[src/rtl/led_seq_ctrl_if.sv]
// Command channel for led_seq_ctrl: valid/ready handshake carrying mode, pattern, count and level.
interface led_seq_ctrl_if #(
  parameter int unsigned N_LED    = 4,
  parameter int unsigned PWM_BITS = 4
);
  logic                cmd_valid;
  logic                cmd_ready;
  logic [1:0]          cmd_mode;
  logic [N_LED-1:0]    cmd_pattern;
  logic [7:0]          cmd_count;
  logic [PWM_BITS-1:0] cmd_level;

  modport master (
    output cmd_valid, cmd_mode, cmd_pattern, cmd_count, cmd_level,
    input  cmd_ready
  );

  modport slave (
    input  cmd_valid, cmd_mode, cmd_pattern, cmd_count, cmd_level,
    output cmd_ready
  );
endinterface

[src/rtl/led_seq_ctrl.sv]
// LED pattern sequencer: OFF/STATIC/BLINK/SHIFT at a divided tick rate, with done on finite runs.
// Optional brightness gating is built when LED_PWM_EN is defined.
module led_seq_ctrl #(
  parameter int unsigned N_LED    = 4,
  parameter int unsigned TICK_DIV = 25_000_000,
  parameter int unsigned PWM_BITS = 4
) (
  input  logic             clk,
  input  logic             rst,
  led_seq_ctrl_if.slave    cmd,
  output logic [N_LED-1:0] ledout,
  output logic             busy,
  output logic             done
);

  localparam int unsigned DIV_W = (TICK_DIV > 2) ? $clog2(TICK_DIV) : 1;
  localparam logic [DIV_W-1:0] DIV_LAST = DIV_W'(TICK_DIV - 1);

  typedef enum logic [1:0] {
    ST_OFF    = 2'd0,
    ST_STATIC = 2'd1,
    ST_BLINK  = 2'd2,
    ST_SHIFT  = 2'd3
  } state_e;

  state_e           state_q, state_d;
  logic [N_LED-1:0] pat_q, pat_d;
  logic [N_LED-1:0] stage_q, stage_d;
  logic [N_LED-1:0] led_q, led_d;
  logic [7:0]       count_q, count_d;
  logic [7:0]       tick_cnt_q, tick_cnt_d;
  logic [7:0]       tick_next;
  logic [DIV_W-1:0] div_q, div_d;
  logic             ready_q, ready_d;
  logic             busy_q, busy_d;
  logic             done_q, done_d;
  logic             accept;
  logic             tick;

`ifdef LED_PWM_EN
  logic [PWM_BITS-1:0] pwm_q, pwm_d;
  logic [PWM_BITS-1:0] level_q, level_d;
`else
  logic unused_level;
  assign unused_level = ^cmd.cmd_level;
`endif

  assign accept = cmd.cmd_valid && ready_q;
  assign tick   = (div_q == DIV_LAST);

  // Next-state: an accepted command always wins over a coincident tick.
  always_comb begin
    state_d    = state_q;
    pat_d      = pat_q;
    stage_d    = stage_q;
    count_d    = count_q;
    tick_cnt_d = tick_cnt_q;
    tick_next  = (tick_cnt_q == 8'hFF) ? tick_cnt_q : tick_cnt_q + 8'(1);
    div_d      = tick ? '0 : div_q + DIV_W'(1);
    ready_d    = !accept;
    done_d     = 1'b0;

    if (accept) begin
      state_d    = state_e'(cmd.cmd_mode);
      pat_d      = cmd.cmd_pattern;
      stage_d    = (cmd.cmd_mode == 2'd0) ? '0 : cmd.cmd_pattern;
      count_d    = cmd.cmd_count;
      tick_cnt_d = '0;
      div_d      = '0;
    end else if (tick && (state_q == ST_BLINK || state_q == ST_SHIFT)) begin
      tick_cnt_d = tick_next;
      if (count_q != 8'd0 && tick_next == count_q) begin
        state_d = ST_OFF;
        stage_d = '0;
        done_d  = 1'b1;
      end else if (state_q == ST_BLINK) begin
        stage_d = (stage_q == '0) ? pat_q : '0;
      end else begin
        stage_d = {stage_q[N_LED-2:0], stage_q[N_LED-1]};
      end
    end

    busy_d = (state_d != ST_OFF);

`ifdef LED_PWM_EN
    // Gate against the counter value that will be live while this output is visible.
    pwm_d   = pwm_q + PWM_BITS'(1);
    level_d = accept ? cmd.cmd_level : level_q;
    led_d   = stage_d & {N_LED{pwm_d < level_d}};
`else
    led_d   = stage_d;
`endif
  end

  always_ff @(posedge clk) begin
    if (rst) begin
      state_q    <= ST_OFF;
      pat_q      <= '0;
      stage_q    <= '0;
      led_q      <= '0;
      count_q    <= '0;
      tick_cnt_q <= '0;
      div_q      <= '0;
      ready_q    <= 1'b0;
      busy_q     <= 1'b0;
      done_q     <= 1'b0;
`ifdef LED_PWM_EN
      pwm_q      <= '0;
      level_q    <= '0;
`endif
    end else begin
      state_q    <= state_d;
      pat_q      <= pat_d;
      stage_q    <= stage_d;
      led_q      <= led_d;
      count_q    <= count_d;
      tick_cnt_q <= tick_cnt_d;
      div_q      <= div_d;
      ready_q    <= ready_d;
      busy_q     <= busy_d;
      done_q     <= done_d;
`ifdef LED_PWM_EN
      pwm_q      <= pwm_d;
      level_q    <= level_d;
`endif
    end
  end

  assign cmd.cmd_ready = ready_q;
  assign ledout        = led_q;
  assign busy          = busy_q;
  assign done          = done_q;

endmodule
[src/flat_wrapper.sv]
// flat-port wrapper written by rule: the top's interface ports become plain ports
module led_seq_ctrl_flat 
#(
  parameter int unsigned N_LED    = 4,
  parameter int unsigned TICK_DIV = 25_000_000,
  parameter int unsigned PWM_BITS = 4
)
  (clk, rst, ledout, busy, done, cmd_cmd_valid, cmd_cmd_mode, cmd_cmd_pattern, cmd_cmd_count, cmd_cmd_level, cmd_cmd_ready);
  led_seq_ctrl_if #(.N_LED(N_LED), .PWM_BITS(PWM_BITS)) cmd_i ();
  input  logic clk;
  input  logic rst;
  output logic [N_LED-1:0] ledout;
  output logic busy;
  output logic done;
  input wire logic [$bits(cmd_i.cmd_valid)-1:0] cmd_cmd_valid;
  input wire logic [$bits(cmd_i.cmd_mode)-1:0] cmd_cmd_mode;
  input wire logic [$bits(cmd_i.cmd_pattern)-1:0] cmd_cmd_pattern;
  input wire logic [$bits(cmd_i.cmd_count)-1:0] cmd_cmd_count;
  input wire logic [$bits(cmd_i.cmd_level)-1:0] cmd_cmd_level;
  output wire logic [$bits(cmd_i.cmd_ready)-1:0] cmd_cmd_ready;
  assign cmd_i.cmd_valid = cmd_cmd_valid;
  assign cmd_i.cmd_mode = cmd_cmd_mode;
  assign cmd_i.cmd_pattern = cmd_cmd_pattern;
  assign cmd_i.cmd_count = cmd_cmd_count;
  assign cmd_i.cmd_level = cmd_cmd_level;
  assign cmd_cmd_ready = cmd_i.cmd_ready;
  led_seq_ctrl #(.N_LED(N_LED), .TICK_DIV(TICK_DIV), .PWM_BITS(PWM_BITS)) u_core (.clk(clk), .rst(rst), .cmd(cmd_i), .ledout(ledout), .busy(busy), .done(done));
endmodule
[config.mk]
export PLATFORM = sky130hd
export DESIGN_NAME = led_seq_ctrl_flat
export DESIGN_NICKNAME = d
export VERILOG_FILES = /design/src/rtl/led_seq_ctrl_if.sv /design/src/rtl/led_seq_ctrl.sv /design/src/flat_wrapper.sv
export SDC_FILE = /design/constraint.sdc
export NUM_CORES = 1
export LEC_CHECK = 0
export ABC_CLOCK_PERIOD_IN_PS = 3850
export BUFFER_PORTS_ARGS = -buffer_cell sky130_fd_sc_hd__clkbuf_2
export CORE_MARGIN = 2
export CORE_UTILIZATION = 25
export CTS_CLUSTER_DIAMETER = 100
export DETAILED_ROUTE_END_ITERATION = 6
export PLACE_DENSITY_LB_ADDON = 0.08
export SYNTH_ARGS = -nofsm -noshare
export SYNTH_HDL_FRONTEND = slang
export SYNTH_SLANG_ARGS = --single-unit
[constraint.sdc]
create_clock -name clk -period 3.85 [get_ports clk]
set_clock_uncertainty 0.15 [all_clocks]
set_input_delay 0.77 -clock clk [delete_from_list [all_inputs] [get_ports clk]]
set_output_delay 0.77 -clock clk [all_outputs]
set_load 0.01 [all_outputs]
# Word level (Yosys, flattened, before mapping)
# Index checks and enable logic that the tools add are counted.
[word_totals]
ff_bits = 54
latch_bits = 0
ramBits = 0
mem_bits_ro = 0
n_memories = 0
[classes]
n_addsub = 2
n_mul = 0
div = 0
n_lt_le_gt_ge = 0
eq_ne = 5
shift = 0
muxes = 11
n_bitwise = 1
n_reduce_logical = 13
[op_table]
columns = ["cell", "n"]
rows = [
  ["$add 25x1->25 const B", 1],
  ["$eq 25x25->1 const B", 1],
  ["$mux 4", 6],
  ["$add 8x1->8 const B", 1],
  ["$eq 8x8->1", 1],
  ["$eq 8x8->1 const B", 1],
  ["$mux 8", 1],
  ["$reduce_bool 8->1", 1],
  ["$mux 2", 3],
  ["$reduce_or 3->1", 2],
  ["$eq 2x2->1 const B", 2],
  ["$logic_not 4->1", 1],
  ["$reduce_bool 2->1", 2],
  ["$logic_and 1x1->1", 3],
  ["$logic_not 2->1", 1],
  ["$reduce_or 2->1", 1],
  ["$logic_not 1->1", 1],
  ["$logic_or 1x1->1", 1],
  ["$mux 1", 1],
  ["$not 1->1", 1],
]

# Logic depth before layout (Yosys ltp)
[depth]
depth_word = 8
mapped_depth = 7
depth_no_buf = 7

# Least setup slack after synthesis
# No wires, ideal clock.
[synth_timing]
path_kind = "register -> register"
startpoint = "register u_core.tick_cnt_q[0]"
endpoint = "register u_core.stage_q[0]"
setup_ns = 0.134
arrival_ns = 1.866
required_ns = 3.566
path_slack_ns = 1.700
path_stages_with_launch = 8
path_buffers = 0
synth_period_minus_slack_ns = 2.150
path_cell_list = "dfxtp_1 -> ha_1 -> nand3_1 -> and4_1 -> o21ai_0 -> o211ai_1 -> nor4_4 -> o21ai_0"
[synth_between]
elab_chain_cells = 7
elab_cells_between_ends = 8
cone_classes = "1 x add/sub; 2 x eq/ne; 4 x mux; 1 x reduce/logical"
[synth_lines]
columns = ["item", "line", "text"]
rows = [
  ["start, declared", "led_seq_ctrl.sv:31", "logic [7:0] tick_cnt_q, tick_cnt_d;"],
  ["start signal, assigned", "led_seq_ctrl.sv:117", "tick_cnt_q <= tick_cnt_d;"],
  ["$add 8x1->8 / $eq 8x8->1 (equally long branches)", "led_seq_ctrl.sv:58", "tick_next = (tick_cnt_q == 8'hFF) ? tick_cnt_q : tick_cnt_q + 8'(1);"],
  ["$mux 8 *", "led_seq_ctrl.sv:58", ""],
  ["$eq 8x8->1 *", "led_seq_ctrl.sv:72", "if (count_q != 8'd0 && tick_next == count_q) begin"],
  ["$logic_and 1x1->1 *", "led_seq_ctrl.sv:72", ""],
  ["$mux 4 *", "led_seq_ctrl.sv:72", ""],
  ["$mux 4 *", "led_seq_ctrl.sv:70", "end else if (tick && (state_q == ST_BLINK || state_q == ST_SHIFT)) begin"],
  ["$mux 4 *", "led_seq_ctrl.sv:63", "if (accept) begin"],
  ["end signal, assigned", "led_seq_ctrl.sv:114", "stage_q <= stage_d;"],
  ["end, declared", "led_seq_ctrl.sv:28", "logic [N_LED-1:0] stage_q, stage_d;"],
]
# Every way passes the cells marked *; elsewhere a longest branch is shown, timed or not. The select of a mux whose other input is x is not followed.
# A chain may end at the register's enable or synchronous reset.

# Final worst setup path
[layout_timing]
startpoint = "register u_core.tick_cnt_q[0]"
endpoint = "register u_core.stage_q[1]"
# The elaborated chain is that of the path after synthesis.

==> metrics <==
run status finished, final reports clean; total number of vias 2280; Leakage Power 0.001058 µW; PwrDens 347.1 mW/mm²; critical path cell sequence ha_1, nand3_1, and4_1, o21ai_0, o211ai_1, nor4_4, o21ai_0; Critical Path Source Type flop; Crit Path Class flop to flop; async set-reset flop share out of synthesis 0%; final sum of negative setup slack 0 ns; max-slew violation count 0; number of enable flip-flop cells after synthesis 0; remaining design rule violation count 0; CTS clk-pin slew, worst paths 0.11 ns; number of instances in the synthesized netlist 327; RSZ-0062 raised after global routing no; yosys warns 0; area inside the core boundary 0.01042 mm²; Worst setup EP type flop; final period utilization 69.30%; library cell with the largest summed area after synthesis dfxtp_1; global-route usage over all layers 12.22%; clock latency reported for the late side of the worst-skew pair 0.31 ns; pin slew with the least headroom to its limit 0.6354 ns; final HPWL from detailed placement 4.710 mm; Initial Util 25.87%; die width 107.8 µm; count of cell types in the netlist 53; top-area cell type share of the netlist area 40.11%; die extent in y 107.8 µm; wire length of the first global-routing pass 11.08 mm; total wire length after detailed routing 6.674 mm; number of antenna violations at the first check in global routing 0; number of buffers inserted by hold repair at cts 0; Port Buf Inserts 23; required time of the worst setup path 3.89 ns; final setup violation count 0; number of register bits inferred by synthesis 54; via density per instance 4.701; cell at the slowest stage of the critical path nor4_4; maximum VDD drop 152.0 µV; Syn-to-layout area delta 13.83%; PnR Total Power 1065 µW; ratio of cells with drive above 1 in the final layout 12.61%; die area 0.01163 mm²; number of nets in the layout 371; synthesized area per cell 8.242 µm²; register area share after synthesis 40.11%; nets in the synthesized netlist 350; via count of the first global-routing pass 2194; maximum fanout encountered on the critical timing path 8; number of clock sinks 54; DRT antenna net count 0; Worst slew margin 57.32%; # Max-Cap Violations 0; maximum number of pins on one net before global-route repair 26; average wire per cell in the routed design 13.76 µm; Arrival @ worst endpoint 2.71 ns; Placement Cell Area 0.002958 mm²; Highest Clock Rate 374.8 MHz; top post-synthesis cells by area dfxtp_1 40%, nand2_1 6.1%, nor2_1 5.7%; total congestion overflow after global routing 0; hold violation count in the final report 0; Crit path top cell by count o21ai_0; clk root buf clkbuf_8; clock tree from TritonCTS done; count of standard-cell rows 37; main flop type after synthesis dfxtp_1; Post-CTS Resized 0; TritonCTS buffer count 5; hold crit path type flop to flop; gpl congestion 0.7837; leading cell types in the layout, fill and taps excluded 54 x dfxtp_1, 44 x nand2_1, 41 x nor2_1, 23 x clkbuf_2, 20 x a21oi_1; largest incremental delay on the critical path 0.51 ns; Post-CTS Setup Repair Bufs 0; number of search-and-repair iterations in the first detailed-routing pass 4; Iter 0 DRT Violations 66; Ports 28; Max clock buf depth 2; Post-Synthesis Cell Area 0.002695 mm²; most frequent standard cell in the layout excluding fill and tap cells dfxtp_1; Antenna Cells 0; final worst path period need 2.668 ns; final design instance area without fill 0.003068 mm²; H-tree levels 2
[registers in the layout (all words and copies together), names as in the netlist]
register / count
u_core.div_q: 25
u_core.done: 1
u_core.tick_cnt_q: 8
u_core.count_q: 8
u_core.state_q: 2
u_core.stage_q: 4
u_core.pat_q: 4
u_core.cmd.cmd_ready: 1
u_core.busy: 1
[worst paths after layout]
kind / start / endpoint / slack [ns] / cells past startpoint
min reg2reg: u_core.div_q[0]$_SDFF_PP0_ / u_core.div_q[0]$_SDFF_PP0_ / 0.29 / 1
min: u_core.div_q[0]$_SDFF_PP0_ / u_core.div_q[0]$_SDFF_PP0_ / 0.29 / 1
max reg2reg: u_core.tick_cnt_q[0]$_SDFFE_PP0P_ / u_core.stage_q[1]$_SDFFE_PP0P_ / 1.18 / 7
max: u_core.tick_cnt_q[0]$_SDFFE_PP0P_ / u_core.stage_q[1]$_SDFFE_PP0P_ / 1.18 / 7
[where the power goes]
part           switching (µW)  total [µW]  internal, µW  leakage (µW)
sequential               12.8         586           574      0.000438
combinational            55.0        90.1          35.1      0.000569
clock                     194         388           194     0.0000514
total                     262        1060           803       0.00106
[routing by layer]
| layer | GRT usage (%) | share of wire, % | vias up |
|---|---|---|---|
| met4 | 4.670 | 0.82 | 0 |
| met1 | 15.92 | 50 | 1049 |
| li1 | - | - | 1194 |
| met3 | 1.877 | 2.7 | 4 |
| met5 | 0 | 0 | - |
| met2 | 20.26 | 47 | 33 |
[critical path: cells and delay by family, from the launching register on]
kind / cells / cell delay, ns
adders and majority gates: 1 / 0.34
and+or+nand+nor: 3 / 1.10
AOI/OAI and AO/OA: 3 / 0.53
DFF: 1 / 0.44
[layout make-up]
class	count	area [µm²]
repair buffers	27	145.1
inverters	9	33.78
flip-flops and latches	54	1081
clock inverters	2	37.54
multi-input cells	251	1528
fillers	1144	7348
clock buffers	6	72.57
well taps	136	170.2
[synth_stat cells (2+ instances only)]
cell type / instances
xnor2_1: 15
nand2_1: 44
inv_1: 9
nor2_1: 41
o32ai_1: 2
a21boi_0: 2
a22oi_1: 7
or3_1: 4
nand4_1: 9
clkbuf_1: 5
ha_1: 2
and3_1: 6
buf_2: 7
o31ai_1: 2
nand3_1: 12
nor4_4: 3
xor2_1: 13
o21bai_1: 2
and2_1: 3
nor3_1: 6
nor3b_1: 2
dfxtp_1: 54
o21ai_0: 19
nand2b_1: 5
and4_1: 3
a311oi_1: 3
a21oi_1: 20
nor4_1: 2
[through the flow]
step	utilization [%]	instances	hold slack, ns	worst slack, ns
floorplan	-	327	0.2629	1.700
global placement	28.40	477	0.2755	1.123
detailed placement	28.40	477	0.2837	1.143
CTS	29.45	485	0.2968	1.145
global route	29.45	485	0.3164	0.8892
finish	29.45	485	0.2921	1.182
[kinds of logic after synthesis]
group                    synth area share (%)
multiplexers                           0.3714
AND/OR/NAND/NOR                         29.95
AO/OA/AOI/OAI                           15.55
XOR/XNOR                                9.703
adder cells (fa/ha/maj)                0.9284
flip-flops                              40.11
buffers and inverters                   3.389
(Power assumes the default switching activity.)
